<file path="src/rtl/load_store_unit.sv">
// RV32I load/store unit in front of word-only RAM, peripheral and stack memories.
// Loads and sw take 2 cycles, sb/sh 3 (read-modify-write), errors 1; one access at a time, req honoured only while ready.
module load_store_unit #(
    parameter logic [31:0] DMEM_BASE   = 32'h0000_0000,
    parameter logic [31:0] DMEM_SIZE   = 32'h0000_2000,
    parameter logic [31:0] PERIPH_BASE = 32'h0000_2000,
    parameter logic [31:0] PERIPH_SIZE = 32'h0000_1000,
    parameter logic [31:0] STACK_BASE  = 32'h0000_3000,
    parameter logic [31:0] STACK_SIZE  = 32'h0000_1000
) (
    input  logic        clk,
    input  logic        rst,
    input  logic        req,
    input  logic        we,
    input  logic [2:0]  funct3,
    input  logic [31:0] addr,
    input  logic [31:0] wdata,
    output logic        ready,
    output logic        done,
    output logic        err,
    output logic [31:0] rdata,
    output logic [31:0] mem_addr,
    output logic [31:0] mem_wdata,
    output logic        dmem_read,
    output logic        dmem_write,
    output logic        periph_read,
    output logic        periph_write,
    output logic        stack_read,
    output logic        stack_write,
    input  logic [31:0] dmem_rdata,
    input  logic [31:0] periph_rdata,
    input  logic [31:0] stack_rdata
);

    typedef enum logic [2:0] {IDLE, LOAD, STORE, RMW_RD, RMW_WR, RESP} state_t;

    state_t      state_q, state_d;
    logic [31:0] addr_q, wdata_q, old_q, rdata_q;
    logic [2:0]  f3_q, region_q;
    logic        err_q;

    logic [2:0]  hit;
    logic        f3_ok, misal, req_err;
    logic [31:0] sel_rdata, load_ext, merged;
    logic [7:0]  byte_v;
    logic [15:0] half_v;
    logic        rd_en, wr_en;

    // Offset compare keeps a zero base from producing an always-true bound.
    assign hit[0] = (addr - DMEM_BASE)   < DMEM_SIZE;
    assign hit[1] = (addr - PERIPH_BASE) < PERIPH_SIZE;
    assign hit[2] = (addr - STACK_BASE)  < STACK_SIZE;

    always_comb begin
        f3_ok = 1'b0;
        case (funct3)
            3'b000, 3'b001, 3'b010: f3_ok = 1'b1;
            3'b100, 3'b101:         f3_ok = !we;
            default:                f3_ok = 1'b0;
        endcase
        misal   = ((funct3[1:0] == 2'b01) && addr[0]) ||
                  ((funct3[1:0] == 2'b10) && (addr[1:0] != 2'b00));
        req_err = !f3_ok || misal || (hit == 3'b000);
    end

    always_comb begin
        sel_rdata = stack_rdata;
        if (region_q[0])      sel_rdata = dmem_rdata;
        else if (region_q[1]) sel_rdata = periph_rdata;

        case (addr_q[1:0])
            2'b00:   byte_v = sel_rdata[7:0];
            2'b01:   byte_v = sel_rdata[15:8];
            2'b10:   byte_v = sel_rdata[23:16];
            default: byte_v = sel_rdata[31:24];
        endcase
        half_v = addr_q[1] ? sel_rdata[31:16] : sel_rdata[15:0];

        case (f3_q)
            3'b000:  load_ext = {{24{byte_v[7]}}, byte_v};
            3'b001:  load_ext = {{16{half_v[15]}}, half_v};
            3'b100:  load_ext = {24'd0, byte_v};
            3'b101:  load_ext = {16'd0, half_v};
            default: load_ext = sel_rdata;
        endcase
    end

    always_comb begin
        merged = old_q;
        if (f3_q[1:0] == 2'b00) begin
            case (addr_q[1:0])
                2'b00:   merged[7:0]   = wdata_q[7:0];
                2'b01:   merged[15:8]  = wdata_q[7:0];
                2'b10:   merged[23:16] = wdata_q[7:0];
                default: merged[31:24] = wdata_q[7:0];
            endcase
        end else if (addr_q[1]) begin
            merged[31:16] = wdata_q[15:0];
        end else begin
            merged[15:0] = wdata_q[15:0];
        end
    end

    always_ff @(posedge clk) begin
        if (rst) state_q <= IDLE;
        else     state_q <= state_d;
    end

    always_comb begin
        state_d   = state_q;
        ready     = 1'b0;
        done      = 1'b0;
        err       = 1'b0;
        rdata     = 32'd0;
        mem_wdata = 32'd0;
        rd_en     = 1'b0;
        wr_en     = 1'b0;
        case (state_q)
            IDLE: begin
                ready = 1'b1;
                if (req) begin
                    if (req_err)                   state_d = RESP;
                    else if (!we)                  state_d = LOAD;
                    else if (funct3[1:0] == 2'b10) state_d = STORE;
                    else                           state_d = RMW_RD;
                end
            end
            LOAD: begin
                rd_en   = 1'b1;
                state_d = RESP;
            end
            STORE: begin
                wr_en     = 1'b1;
                mem_wdata = wdata_q;
                state_d   = RESP;
            end
            RMW_RD: begin
                rd_en   = 1'b1;
                state_d = RMW_WR;
            end
            RMW_WR: begin
                wr_en     = 1'b1;
                mem_wdata = merged;
                state_d   = RESP;
            end
            RESP: begin
                done    = 1'b1;
                err     = err_q;
                rdata   = rdata_q;
                state_d = IDLE;
            end
            default: state_d = IDLE;
        endcase
    end

    assign mem_addr = (state_q == IDLE) ? 32'd0 : {addr_q[31:2], 2'b00};

    // Gating by rst guarantees no memory write lands in a reset cycle.
    assign dmem_read    = rd_en & region_q[0] & ~rst;
    assign periph_read  = rd_en & region_q[1] & ~rst;
    assign stack_read   = rd_en & region_q[2] & ~rst;
    assign dmem_write   = wr_en & region_q[0] & ~rst;
    assign periph_write = wr_en & region_q[1] & ~rst;
    assign stack_write  = wr_en & region_q[2] & ~rst;

    always_ff @(posedge clk) begin
        if (rst) begin
            addr_q   <= 32'd0;
            wdata_q  <= 32'd0;
            old_q    <= 32'd0;
            rdata_q  <= 32'd0;
            f3_q     <= 3'd0;
            region_q <= 3'd0;
            err_q    <= 1'b0;
        end else begin
            case (state_q)
                IDLE: if (req) begin
                    addr_q   <= addr;
                    wdata_q  <= wdata;
                    f3_q     <= funct3;
                    err_q    <= req_err;
                    region_q <= req_err ? 3'b000 : hit;
                    rdata_q  <= 32'd0;
                end
                LOAD:    rdata_q <= load_ext;
                RMW_RD:  old_q   <= sel_rdata;
                default: ;
            endcase
        end
    end

endmodule

</file>
<file path="config.mk">
export PLATFORM = sky130hd
export DESIGN_NAME = load_store_unit
export DESIGN_NICKNAME = d
export VERILOG_FILES = /design/src/rtl/load_store_unit.sv
export SDC_FILE = /design/constraint.sdc
export NUM_CORES = 1
export LEC_CHECK = 0
export ABC_CLOCK_PERIOD_IN_PS = 2300
export BUFFER_PORTS_ARGS = -buffer_cell sky130_fd_sc_hd__buf_4
export CAP_MARGIN = 20
export CORE_MARGIN = 2
export CORE_UTILIZATION = 35
export CTS_CLUSTER_SIZE = 28
export DETAILED_ROUTE_END_ITERATION = 6
export PLACE_DENSITY_LB_ADDON = 0.25
export SYNTH_ARGS = -nofsm -noshare
export SYNTH_HDL_FRONTEND = slang
export SYNTH_SLANG_ARGS = --single-unit
</file>
<file path="constraint.sdc">
create_clock -name clk -period 2.3 [get_ports clk]
set_input_delay 0.23 -clock clk [delete_from_list [all_inputs] [get_ports clk]]
set_output_delay 0.23 -clock clk [all_outputs]
set_load 0.005 [all_outputs]
</file>
# Yosys cells after proc, flatten, opt, wreduce, memory -nomap -nowiden
# Index checks and enable logic that the tools add are counted.
# totals
register_bits,138
input_bits,167
out_inout_bits,105
elab_cells,95
# classes
addsub,2
magnitude_cmp,3
eq_ne,17
n_mux,29
bitwise_logic,13
n_reduce_logical,23
# ops
operator,count
$mux W32,6
$pmux W32 S2,2
$pmux W32 S4,1
$lt A32 B13 Y1 const B,2
$sub A32 B14 Y32 const B,2
$mux W16,3
$lt A32 B14 Y1 const B,1
$mux W8,4
$pmux W8 S3,1
$eq A3 B3 Y1 const B,6
$and A1 B1 Y1,12
$logic_not A3 Y1,4
$eq A3 B1 Y1 const B,3
$eq A3 B2 Y1 const B,3
$mux W3,3
$pmux W3 S3,1
$reduce_or A3 Y1,3
$mux W1,6
$reduce_or A2 Y1,3
$eq A2 B1 Y1 const B,2
$eq A2 B2 Y1 const B,2
$logic_not A2 Y1,2
$reduce_and A2 Y1,2
$reduce_bool A2 Y1,2
7 further kinds,11

# Depth between registers and ports, before layout
# depth
depth_word,9
depth_mapped,9
mapped_depth_nobuf,9

# Worst setup path before layout
# OpenSTA, ideal clock, no wires.
# synth_path
kind,input port to flip-flop
startpoint,input addr[14]
endpoint,register err_q
setup_time_ps,158
t_arrival_ps,2245
required_ps,2142
path_slack_ps,-103
stages,9
n_path_buf,0
path_cell_list,inv_1 > ha_1 > a2111oi_2 > or4b_1 > xnor2_1 > nor3_1 > o2111ai_2 > o21ai_2 > a311oi_1
# synth_between
elab_chain_cells,4
word_cells_on_any_way,7
cone_classes,2 x add/sub; 3 x order compare; 2 x reduce/logical
# synth_rtl
element,line_no,source
start: declaration,16,"input logic [31:0] addr,"
$sub A32 B14 Y32 (on tied branches),"51, 52",
$lt A32 B13 Y1 (on tied branches),"51, 52",
$logic_not A3 Y1 *,63,req_err = !f3_ok || misal || (hit == 3'b000);
$logic_or A1 B1 Y1 *,63,
end signal: assignment,181,err_q <= req_err;
end: declaration,40,logic err_q;
# Every way passes the cells marked *; elsewhere a longest branch is shown, timed or not.
# A chain may end at the register's enable or synchronous reset.

# Worst setup path in the final report
# layout_path
startpoint,register f3_q[0]
endpoint,output mem_wdata[14]
# layout_between
elab_chain_cells,3
# layout_rtl
element,line_no,source
start: declaration,39,"logic [2:0] f3_q, region_q;"
start signal: assignment,180,f3_q <= funct3;
$logic_not A2 Y1,90,if (f3_q[1:0] == 2'b00) begin
$mux W32,90,
$pmux W32 S2,118,case (state_q)
end: declaration,23,"output logic [31:0] mem_wdata,"
# Every way passes these cells.

==> results.txt <==
* Run status: finished clean
* Total count of max-transition violations in the final report: 0
- The area growth from synthesis to layout is 42.4%.
- The worst setup path is of the reg -> out kind.
- The largest individual stage delay along the critical path comes from the cell nor3_1.
- Clock latency on the worst-skew pair: roughly 0.43 ns
- TritonCTS created 17 clock buffers.
- Chip height: between 150 and 200 µm
- Entering global routing, the biggest net connects 71 pins.
- After synthesis, the largest family of logic cells by area is simple AND/OR/NAND/NOR gates.
- Once placement finished, the instance area stood at roughly 10,000 µm².
- Distinct cell type count of the synthesized netlist: 65
* Share of total power in the clock network: between 40% and 50%
- The commonest cells after synthesis are nand2_1, a21oi_1, dfxtp_1.
- Initial Utilization: approximately 35%
- Yosys warning count: 0
- Total setup violations reported at the end of the flow: 0
- Cell taking the most area after synthesis: dfxtp_1
* First-pass GRT wire length: between 40 and 50 mm
* Sequential element share of the synthesized area: between 30% and 40%
* N_diodes: 0
* Cell at the root of the clock tree: clkbuf_16
* Drt initial violations: about 580
* Number of max-capacitance violations reported: 0
- The synthesized netlist devotes less than 1% of its cell area to XOR and XNOR gates.
- In the final timing run, aggregate negative setup slack is 0 ns.
- CTS tree: done
- Routing usage on met2: between 30% and 40%
- The largest single stage delay on the critical path is 0.41 ns.
* Critical Path Sink Type: primary output
* Number of flops mapped to enable cells by yosys: 0
- Sorting the synthesized cells by area gives the leading types as dfxtp_1, nand2_1, a21oi_1.
* Part of the power in registers: around two fifths
- In this run the post-CTS setup repair buffer count came out at 0.
- Of the total synthesized cell area, the portion taken by AND, OR, NAND and NOR gates is roughly 28%.
- Residual DRC: 0
- Prior to clock tree synthesis, the placed netlist has a worst setup slack of -0.180 ns.
* Crit-path leading delay family: simple AND/OR/NAND/NOR gates
- Via count: 8,326
* Sink count of the clock tree: ~140
- CTS built an H-tree with a depth of 4.
- STA classifies the critical path startpoint as a flop.
- Post-synthesis instance area: ~7700 µm²
- The worst hold path belongs to the class in -> reg.
* Ys async rst share: 0%
- Using the TritonRoute via totals, the vias-per-cell ratio works out to just over 5.
- First-pass iteration count of the detailed router: 5
- GRT busiest layer: met2
- Headroom to the max-slew limit came out at between 40% and 50%.
- Final wirelength: slightly below 30 mm
* Most common cell in the synthesized netlist: nand2_1
* Data arrival, critical path: approximately 2 ns
- Total Die Area: roughly 23,000 µm²
* Area of the placeable core: 21,800 µm²
* Fill count: roughly 2.2k
- Post-DP HPWL: about 22 mm
* Critical Path Fanout Max: 14
- Summing the areas of all compound-gate instances in the mapped netlist gives 22.8% of the synthesized area.
* Final clock skew: roughly 0.010 ns
- After layout, the worst path uses around 100% of the clock period.
- The share of total power dissipated in combinational logic is between 10% and 20%.
- Clock transition at the register clock pins on the worst setup and hold paths after CTS: ~0.07 ns
- Global routing finished with a remaining overflow of 0.
- Max VDD drop: 0.000552 V
- Across every metal layer, demand over resource in global routing totals between 20 and 25%.
- Setup repair after global routing could not meet its margin everywhere.
- Crit path cell chain: buf_4, nor3_1, nor2_2, o21ai_0, a21oi_1, a21o_1, buf_4
- Design area: between 10,000 and 15,000 µm²
- Std-Cell Rows: 54
- Yosys reg bits: 138
* Wirelength per Cell: approximately 18 µm
- Synthesis produced ~1.1k cells.
* Layout cell share with drive strength beyond 1: 31.0%
- The via count of the first global-routing pass was 8,041.
- Crit path buffers/inverters: 2
* Top-level I/O count: about 270
- Number of input and output port buffers inserted: between 200 and 300
- Tightest hold margin: between 0.04 and 0.05 ns
- Buffer depth of the longest clock path: 2
- Internal power summed over all cells: ~4600 µW
* Pin slew with the least headroom to its limit: slightly below 0.8 ns
- Total count of hold-check failures in the final report: 0
- Of the post-synthesis cell area, the dominant cell type holds a little over a third.
* Clock period minus final worst setup slack: about 2.3 ns
- Placer Congestion: around 0.9
- Final WS setup: around 0.009 ns
- Synth Area per Inst: approximately 7.3 µm²
- For this run, global-route usage on met1 was measured as about a third.
* Cell mode on critical path: buf_4
* Net switching power: a little under 2000 µW
- Die Wd: roughly 150 µm
* Static leakage: ~0.0047 µW
* Required time of the worst setup path: slightly above 2 ns
- In the synthesized netlist, mux cells make up between 7 and 8% of the area.
* Total power per unit cell area: roughly 600 nW/µm²
* Final-stage net count: between 1k and 1.5k
- Based on the critical path, the design can be clocked at up to roughly 0.44 GHz.
* Leading register cell type out of synthesis: dfxtp_1
- The number of antenna violations at the first check in global routing came to 0.
- The count of nets left with antenna violations once routing finished came out at 0.
- After Yosys synthesis, full adders, half adders and majority gates account for less than 1% of the synthesized area.
* Switching fraction of total power: a little under a third
- Hold Buf Count CTS: 0
- In the global route stage, met3 resource usage came out at 6.91%.
[area by class of cell]
type / instances / area (µm²) / area share, %
clock buffer: 17 / 425 / 3.87
clock inverter: 15 / 174 / 1.58
inverter: 14 / 52.6 / 0.478
multi-input combinational: 817 / 4640 / 42.2
sequential: 138 / 2770 / 25.2
tap: 280 / 350 / 3.19
timing repair buffer: 341 / 2580 / 23.5
[layer usage]
layer	vias to the layer above	part of all wire [%]
met1	3786	45
met4	0	1.8
met5	-	0
met2	324	46
met3	28	8.0
li1	4188	-
[power groups by stage]
stage	clock (µW)	sequential [µW]	combinational, µW
5_1_grt	2950	2610	1300
2_1_floorplan	0	2610	607
6_report	2820	2600	1190
3_3_place_gp	0	2650	1170
3_5_place_dp	0	2650	1170
4_1_cts	2860	2600	1180
[repair_timing]
| action | in CTS | in global routing |
|---|---|---|
| endpoints found under the hold margin | 0 | 0 |
| endpoints found under the setup margin | 29 | 24 |
| resized for setup | 7 | 12 |
[cells in the final DEF, fill, tap and decap left out, types with 4 or more instances in the layout]
cell	netlist	routed
buf_4	2	339
nand2_1	203	201
a21oi_1	146	145
dfxtp_1	138	134
nor2_1	130	126
mux2i_1	49	49
and2_1	35	33
nor2b_1	32	32
o21ai_0	34	31
a22o_1	24	24
clkbuf_16	0	17
inv_1	13	13
nor3_1	13	12
a221oi_1	12	12
nand3_1	12	11
a31oi_1	10	10
a21o_1	11	10
o221ai_1	10	9
o22ai_1	9	9
xnor2_1	7	7
or3_1	6	6
nand2b_1	5	5
a211oi_1	5	5
inv_6	0	5
nor2_2	1	4
o21ai_1	2	4
a22oi_1	4	4
nand4_1	4	4
inv_8	0	4
[stage by stage]
stage	util, %	total power, µW	instances
2_1_floorplan	-	3220	1052
3_3_place_gp	47.5	3810	1590
3_5_place_dp	47.5	3820	1590
4_1_cts	50.4	6630	1622
5_1_grt	50.5	6860	1622
6_report	50.5	6610	1622
[sequential cells by signal, summed over array words and instances, names as in the netlist]
register and count:
addr_q 32, rdata_q 32, wdata_q 32, f3_q 3
state_q 3, old_q 32, err_q 1, region_q 3
[tightest hold or removal path, cell delays in order]
cell	delay, ns
buf_4	0.11
nand2_1	0.04
a21oi_1	0.05
[logic make-up (layout without fill, tap and decap cells)]
family / Yosys count / after routing
muxes: 54 / 54
and+or+nand+nor: 468 / 468
other: 1 / 2
buffers and inverters: 97 / 387
DFF: 138 / 138
adders and majority gates: 2 / 2
xor gates and xnor gates: 8 / 8
AOI/OAI and AO/OA: 283 / 283
[worst paths after layout]
path	start	endpoint	slack, ns	cells past startpoint
worst min-delay path	addr[2]	addr_q[2]	0.04	3
worst max register to register	region_q[1]	rdata_q[15]	0.05	8
worst max-delay path	f3_q[0]	mem_wdata[14]	0.009	7
worst min register to register	addr_q[11]	addr_q[11]	0.45	2
(Power assumes the default switching activity.)
